==> config.mk <==
export PLATFORM = sky130hd
export DESIGN_NAME = rej_uniform_sampler
export DESIGN_NICKNAME = d
export VERILOG_FILES = /design/src/rtl/rej_uniform_sampler.sv
export SDC_FILE = /design/constraint.sdc
export NUM_CORES = 2
export LEC_CHECK = 0
export BUFFER_PORTS_ARGS = -buffer_cell sky130_fd_sc_hd__clkbuf_2
export CORE_AREA = 2 2 531 533
export DETAILED_ROUTE_END_ITERATION = 8
export DIE_AREA = 0 0 533 535
export SYNTH_ARGS = -nofsm -noshare
export SYNTH_HDL_FRONTEND = slang
export SYNTH_SLANG_ARGS = --single-unit
==> constraint.sdc <==
create_clock -name clk -period 50.9 [get_ports clk]
set_input_delay 10.18 -clock clk [delete_from_list [all_inputs] [get_ports clk]]
set_output_delay 10.18 -clock clk [all_outputs]
set_load 0.01 [all_outputs]
==> src/rtl/rej_uniform_sampler.sv <==
// rtl/rej_uniform_sampler.sv - Kyber rejection sampler turning SHAKE128 squeeze blocks into N coefficients mod Q
module rej_uniform_sampler #(
  parameter int R = 1344,
  parameter int Q = 3329,
  parameter int N = 256
) (
  input  logic         clk,
  input  logic         rst,
  input  logic         start,
  input  logic [R-1:0] block_in,
  input  logic         block_valid,
  output logic         block_ready,
  output logic [11:0]  coef_out,
  output logic [7:0]   coef_idx,
  output logic         coef_valid,
  input  logic         coef_ready,
  output logic         busy,
  output logic         done
);

  localparam int NCAND = 2 * R / 24;
  localparam int CW    = $clog2(NCAND);
  localparam int BW    = $clog2(R);
  localparam int KW    = $clog2(N + 1);

  localparam logic [1:0] S_IDLE   = 2'd0;
  localparam logic [1:0] S_WAIT   = 2'd1;
  localparam logic [1:0] S_SAMPLE = 2'd2;
  localparam logic [1:0] S_DONE   = 2'd3;

  logic [1:0]    state;
  logic [R-1:0]  block_reg;
  logic [CW-1:0] cidx;
  logic [KW-1:0] count;

  logic [BW-1:0] tri_base;
  logic [23:0]   triple;
  logic [11:0]   cand;
  logic          accept;
  logic          last_cand;
  logic          xfer;
  logic          fill_done;

  // Two 12-bit candidates share each 3-byte group; cidx[0] picks the half.
  assign tri_base  = BW'(cidx >> 1) * BW'(24);
  assign triple    = block_reg[tri_base +: 24];
  assign cand      = cidx[0] ? {triple[23:16], triple[15:12]} : {triple[11:8], triple[7:0]};
  assign accept    = (state == S_SAMPLE) && (cand < 12'(Q));
  assign last_cand = (cidx == CW'(NCAND - 1));
  assign xfer      = accept && coef_ready;
  assign fill_done = (count == KW'(N - 1));

  assign block_ready = (state == S_WAIT);
  assign coef_valid  = accept;
  assign coef_out    = accept ? cand : 12'd0;
  assign coef_idx    = accept ? 8'(count) : 8'd0;
  assign busy        = (state == S_WAIT) || (state == S_SAMPLE);
  assign done        = (state == S_DONE);

  always_ff @(posedge clk or posedge rst) begin
    if (rst) begin
      state     <= S_IDLE;
      block_reg <= '0;
      cidx      <= '0;
      count     <= '0;
    end else begin
      case (state)
        S_IDLE, S_DONE: begin
          if (start) begin
            state <= S_WAIT;
            count <= '0;
          end
        end
        S_WAIT: begin
          if (block_valid) begin
            block_reg <= block_in;
            cidx      <= '0;
            state     <= S_SAMPLE;
          end
        end
        S_SAMPLE: begin
          // A stalled accepted candidate freezes everything; rejects always advance.
          if (!accept || coef_ready) begin
            cidx <= cidx + CW'(1);
            if (xfer) count <= count + KW'(1);
            if (xfer && fill_done) state <= S_DONE;
            else if (last_cand)    state <= S_WAIT;
          end
        end
        default: state <= S_IDLE;
      endcase
    end
  end

endmodule

* Yosys cells after proc, flatten, opt, wreduce, memory -nomap -nowiden
Index checks and enable logic that the tools add are counted.
** Cells by class
- Add/subtract/negate cells :: 2
- Multipliers :: 1
- Div/mod/pow operators :: 0
- $lt $le $gt $ge :: 1
- Eq/ne operators :: 10
- Shift-type cells :: 1
- Multiplexer cells :: 16
- Bitwise gates (word level) :: 0
- Reduce and logical (&&, ||, !) cells :: 14
** Operator list (number)
- indexed part select 1344 x 12 -> 24 bit :: 1
- 2-to-1 mux 9 bit :: 3
- 2-to-1 mux 12 bit :: 2
- one-hot mux 9 bit (2 select lines) :: 1
- 2-to-1 mux 7 bit :: 2
- one-hot mux 7 bit (2 select lines) :: 1
- less-than comparator 12 bit, second input constant :: 1
- 2-to-1 mux 2 bit :: 5
- adder 9 x 1 -> 9 bit, second input constant :: 1
- == test 9 x 8 -> 1 bit, second input constant :: 1
- multiplier 6 x 2 -> 8 bit, second input constant :: 1
- 2-to-1 mux 8 bit :: 1
- AND reduction 4 bit :: 2
- adder 7 x 1 -> 7 bit, second input constant :: 1
- == test 7 bit, second input constant :: 1
- != test 2 bit, second input constant :: 3
- one-hot mux 2 bit (3 select lines) :: 1
- == test 2 bit, second input constant :: 2
- nonzero test 2 bit :: 2
- logical AND 1 bit :: 3
- != test 3 x 2 -> 1 bit, second input constant :: 1
- AND reduction 3 bit :: 1
- == test 2 x 1 -> 1 bit, second input constant :: 1
- zero test 2 bit :: 1
- other kinds (5) :: 6
** Storage, ports and cells
- Bits in registers :: 1362
- Latch bits :: 0
- RAM bits :: 0
- Bits in read-only memories :: 0
- Output and inout bits :: 24
- Logic and storage cells :: 49
- Memories kept :: 0

* Longest topological paths before layout
- Depth in word-level cells :: 10
- Gate-level depth with buffers :: 17
- Mapped depth without buffers :: 10

* Least setup slack after synthesis
No wires, ideal clock.
- Path type :: register to output
- Start :: reg cidx[1]
- End :: out coef_idx[1]
- Data arrival time :: 3.430 ns
- Data required time :: 40.720 ns
- Path slack :: 37.290 ns
- Cell stages (with the launch flop) :: 18
- Buffers on the path :: 8
- Cell sequence :: dfrtp_1 buf_4 buf_4 buf_4 buf_4 buf_4 buf_2 mux2i_1 a22oi_1 nand3_1 nand4_1 a32oi_1 nand4_1 o21ai_4 nand3_1 buf_2 buf_2 nor2_1
** Between the ends
- Word-level cells in the longest chain between the ends :: 6
** RTL lines
- start: declaration :: line 33 : logic [CW-1:0] cidx;
- start signal: assignment :: line 84 : cidx <= cidx + CW'(1);
- multiplier 6 x 2 -> 8 bit :: line 45 : assign tri_base = BW'(cidx >> 1) * BW'(24);
- indexed part select 1344 x 12 -> 24 bit :: line 46 : assign triple = block_reg[tri_base +: 24];
- 2-to-1 mux 12 bit :: line 47 : assign cand = cidx[0] ? {triple[23:16], triple[15:12]} : {triple[11:8], triple[7:0]};
- less-than comparator 12 bit :: line 48 : assign accept = (state == S_SAMPLE) && (cand < 12'(Q));
- logical AND 1 bit :: line 48
- 2-to-1 mux 8 bit :: line 56 : assign coef_idx = accept ? 8'(count) : 8'd0;
- end: declaration :: line 14 : output logic [7:0] coef_idx,
Every way passes these cells.

* Worst setup path in the final report
- Start :: reg cidx[1]
- End :: out coef_idx[3]
Same word-level chain as after synthesis.

==> results.json <==
{
  "outcome": "completed",
  "arrival_ns": 8.05,
  "rows": 194,
  "rr_worst_depth": 13,
  "die_area_sq_um": 285000,
  "finalSetupViolCount": 0,
  "synth_warnings": 0,
  "combPwrFrac": 0.322,
  "largest_reg_flops": 1344,
  "final_common_cell": "clkbuf_2",
  "cts_tree": "done",
  "post-place-ws_ns": 33.40,
  "area_growth_pct": 26.7,
  "critPathCaptureType": "output pin",
  "synth_edf_count": 0,
  "worstSetupStartpointType": "flip-flop",
  "cts_resized": 0,
  "track_usage": 0.184,
  "path_clk_slew_ns": 0.06,
  "clock-sinks": 1362,
  "viasPerCell": 4.52,
  "gp_congestion": 0.921,
  "insertion_delay_ns": 0.80,
  "cap_violations": 0,
  "die_y_um": 535,
  "p_seq_frac": 0.424,
  "cts_made_buffers": 163,
  "grt_max_degree": 169,
  "ant_nets": 0,
  "start_util": 0.221,
  "netlist_area_sq_um": 61700,
  "p_per_area_nw_per_um2": 60.6,
  "fmax_ghz": 0.0549,
  "synth_ff_type": "dfrtp_1",
  "fp.dieW_um": 533,
  "leakage_nw": 33.5,
  "ys_types": 52,
  "switchingPower_mw": 1.54,
  "swShare": 0.326,
  "period_needed_ns": 18.23,
  "crit_buf_inv": 5,
  "r2r_slack_ns": 43.27,
  "hold_buffers": 0,
  "clockBufferDepth": 4,
  "max_stage_delay_ns": 0.99,
  "hold_violations": 0,
  "avgSynthCellArea_sq_um": 15.5,
  "drc": 0,
  "intPower_mw": 3.19,
  "crit_path_max_fanout": 35,
  "synth_cells": 3979,
  "worst_slack_ns": 32.67,
  "grt-ovfl-total": 0,
  "yosysTopAreaCellShare": 0.552,
  "r2r-start": "cidx[1]$_DFFE_PP0P_",
  "stdcell_count": 9190,
  "design.core.area_sq_um": 279000,
  "hp-class": "reg2reg",
  "firstDrtPassIters": 6,
  "timing.final.crit_share": 0.358,
  "ys_seq_area_frac": 0.552,
  "via_count": 41600,
  "maxSlewHeadroom": 0.218,
  "path_cells": "buf_4, buf_4, buf_4, mux4_2, nand2_1, a21oi_1, or4_1, a32oi_1, nand4_1, o21ai_4, nand3_1, inv_1, and2_1, clkbuf_2",
  "cts_max_level": 4,
  "peakVddDrop_mv": 0.0323,
  "cp_data_required_time_ns": 40.72,
  "dp.cells": 8862,
  "clockPowerShare": 0.255,
  "worstMarginPinSlew_ns": 1.17,
  "syn_nets": 5335,
  "avgRoutedWirePerCell_um": 29.4,
  "synthArstFlopShare": 1.00,
  "fin_nets": 6659,
  "final_cell_mix": "clkbuf_2 (1372), mux2_2 (1363), dfrtp_1 (1357)",
  "place_area_sq_um": 72600,
  "worstReg2RegEnd": "cidx[0]$_DFFE_PP0P_",
  "cp_num_cells": 14,
  "cp_slowest_cell": "a32oi_1",
  "drv_slew": 0,
  "ctsRootBufferMaster": "clkbuf_16",
  "setup-tns-final_ns": 0,
  "cp_common_cell": "buf_4",
  "antenna_found_initial": 122,
  "startpoint": "cidx[1]$_DFFE_PP0P_",
  "grt_pass1_vias": 45100,
  "grt_pass1_wl_um": 368000,
  "rsz0062_at_grt": "false",
  "critical_path.top_delay_family": "buffers and inverters",
  "design_area_sq_um": 78200,
  "endpoint": "coef_idx[3]",
  "drive_above_1_share": 0.617,
  "numPortBuffers": 1372,
  "drtIter0Drc": 2404,
  "yosysTopAreaCell": "dfrtp_1",
  "io_pins": 1373,
  "fin_worst_skew_ns": 0.0467,
  "p_total_mw": 4.73,
  "cts_setup_buffers": 0,
  "ys_ff_latch": 1362,
  "dp_hpwl_um": 218000,
  "path_class": "reg2out",
  "synth.top_cells.by_area": "dfrtp_1 (55%), mux2_2 (25%), mux4_2 (9.4%)",
  "wl_um": 271000
}
==> power groups by stage <==
stage                     logic (mW)  clock network, mW  registers (mW)
final                           1.52               1.21            2.00
after detailed placement        1.56                  0            2.02
after floorplan                 1.10                  0            1.84
after global routing            1.64               1.28            2.06
after global placement          1.52                  0            2.00
after CTS                       1.57               1.23            2.00
==> worst min path at each step <==
| stage | end | startpoint | depth (start not counted) | slack [ns] |
|---|---|---|---|---|
| 2_1_floorplan | block_reg[1016]$_DFFE_PP0P_ | block_reg[1016]$_DFFE_PP0P_ | 1 | 0.47 |
| 3_3_place_gp | block_reg[1233]$_DFFE_PP0P_ | block_reg[1233]$_DFFE_PP0P_ | 1 | 0.48 |
| 3_5_place_dp | block_reg[1307]$_DFFE_PP0P_ | block_reg[1307]$_DFFE_PP0P_ | 1 | 0.49 |
| 4_1_cts | block_reg[245]$_DFFE_PP0P_ | block_reg[245]$_DFFE_PP0P_ | 1 | 0.50 |
| 5_1_grt | block_reg[601]$_DFFE_PP0P_ | block_reg[601]$_DFFE_PP0P_ | 1 | 0.51 |
| 6_report | block_reg[1307]$_DFFE_PP0P_ | block_reg[1307]$_DFFE_PP0P_ | 1 | 0.50 |
==> worst reg2reg max path: stages, from the launching register on <==
cell and delay, ns:
dfrtp_4 0.69, buf_4 0.54, buf_4 0.80, buf_4 0.71, mux4_2 0.61, nand2_1 0.08
a21oi_1 0.17, or4_1 0.70, a32oi_1 0.99, nand4_1 0.35, o21ai_4 0.31, nand3_1 0.63
o21ai_0 0.73, mux2_2 0.26
==> logic make-up after synthesis <==
logic type,share of synthesized area
and+or+nand+nor,0.0178
DFF,0.552
muxes,0.380
adders and majority gates,0.00142
AOI/OAI and AO/OA,0.0258
buffers and inverters,0.0224
==> through the flow <==
stage                     hold WS, ns   util
after detailed placement        0.487  0.260
after floorplan                 0.474      -
after global routing            0.506  0.280
after CTS                       0.500  0.280
final                           0.497  0.280
after global placement          0.482  0.260
==> metal layers <==
layer  wire length, um  track usage
met5               357            0
met4             11700       0.0754
met3             17500       0.0427
met2            139000        0.329
met1            102000        0.211
==> layout make-up <==
| type | count | area, sq um |
|---|---|---|
| clock inverter | 60 | 757 |
| multi-input combinational | 2312 | 26300 |
| inverter | 15 | 68.8 |
| sequential | 1362 | 34100 |
| timing repair buffer | 1449 | 7480 |
| antenna | 39 | 97.6 |
| clock buffer | 229 | 4710 |
| fill | 28500 | 201000 |
| tap | 3724 | 4660 |
==> Yosys cell counts, drive strengths merged (6+ instances only) <==
library cell  count
a21oi            37
a222oi            6
a22oi            90
a32oi            10
a41oi             8
and2              7
buf              99
clkbuf          191
dfrtp          1362
ha                7
inv              14
mux2           1363
mux2i           232
mux4            257
nand2            82
nand3            57
nand4            12
nor2             32
nor2b             6
o21ai            13
o22ai            28
or4              17
No activity file was read; power rests on OpenSTA's default activity.
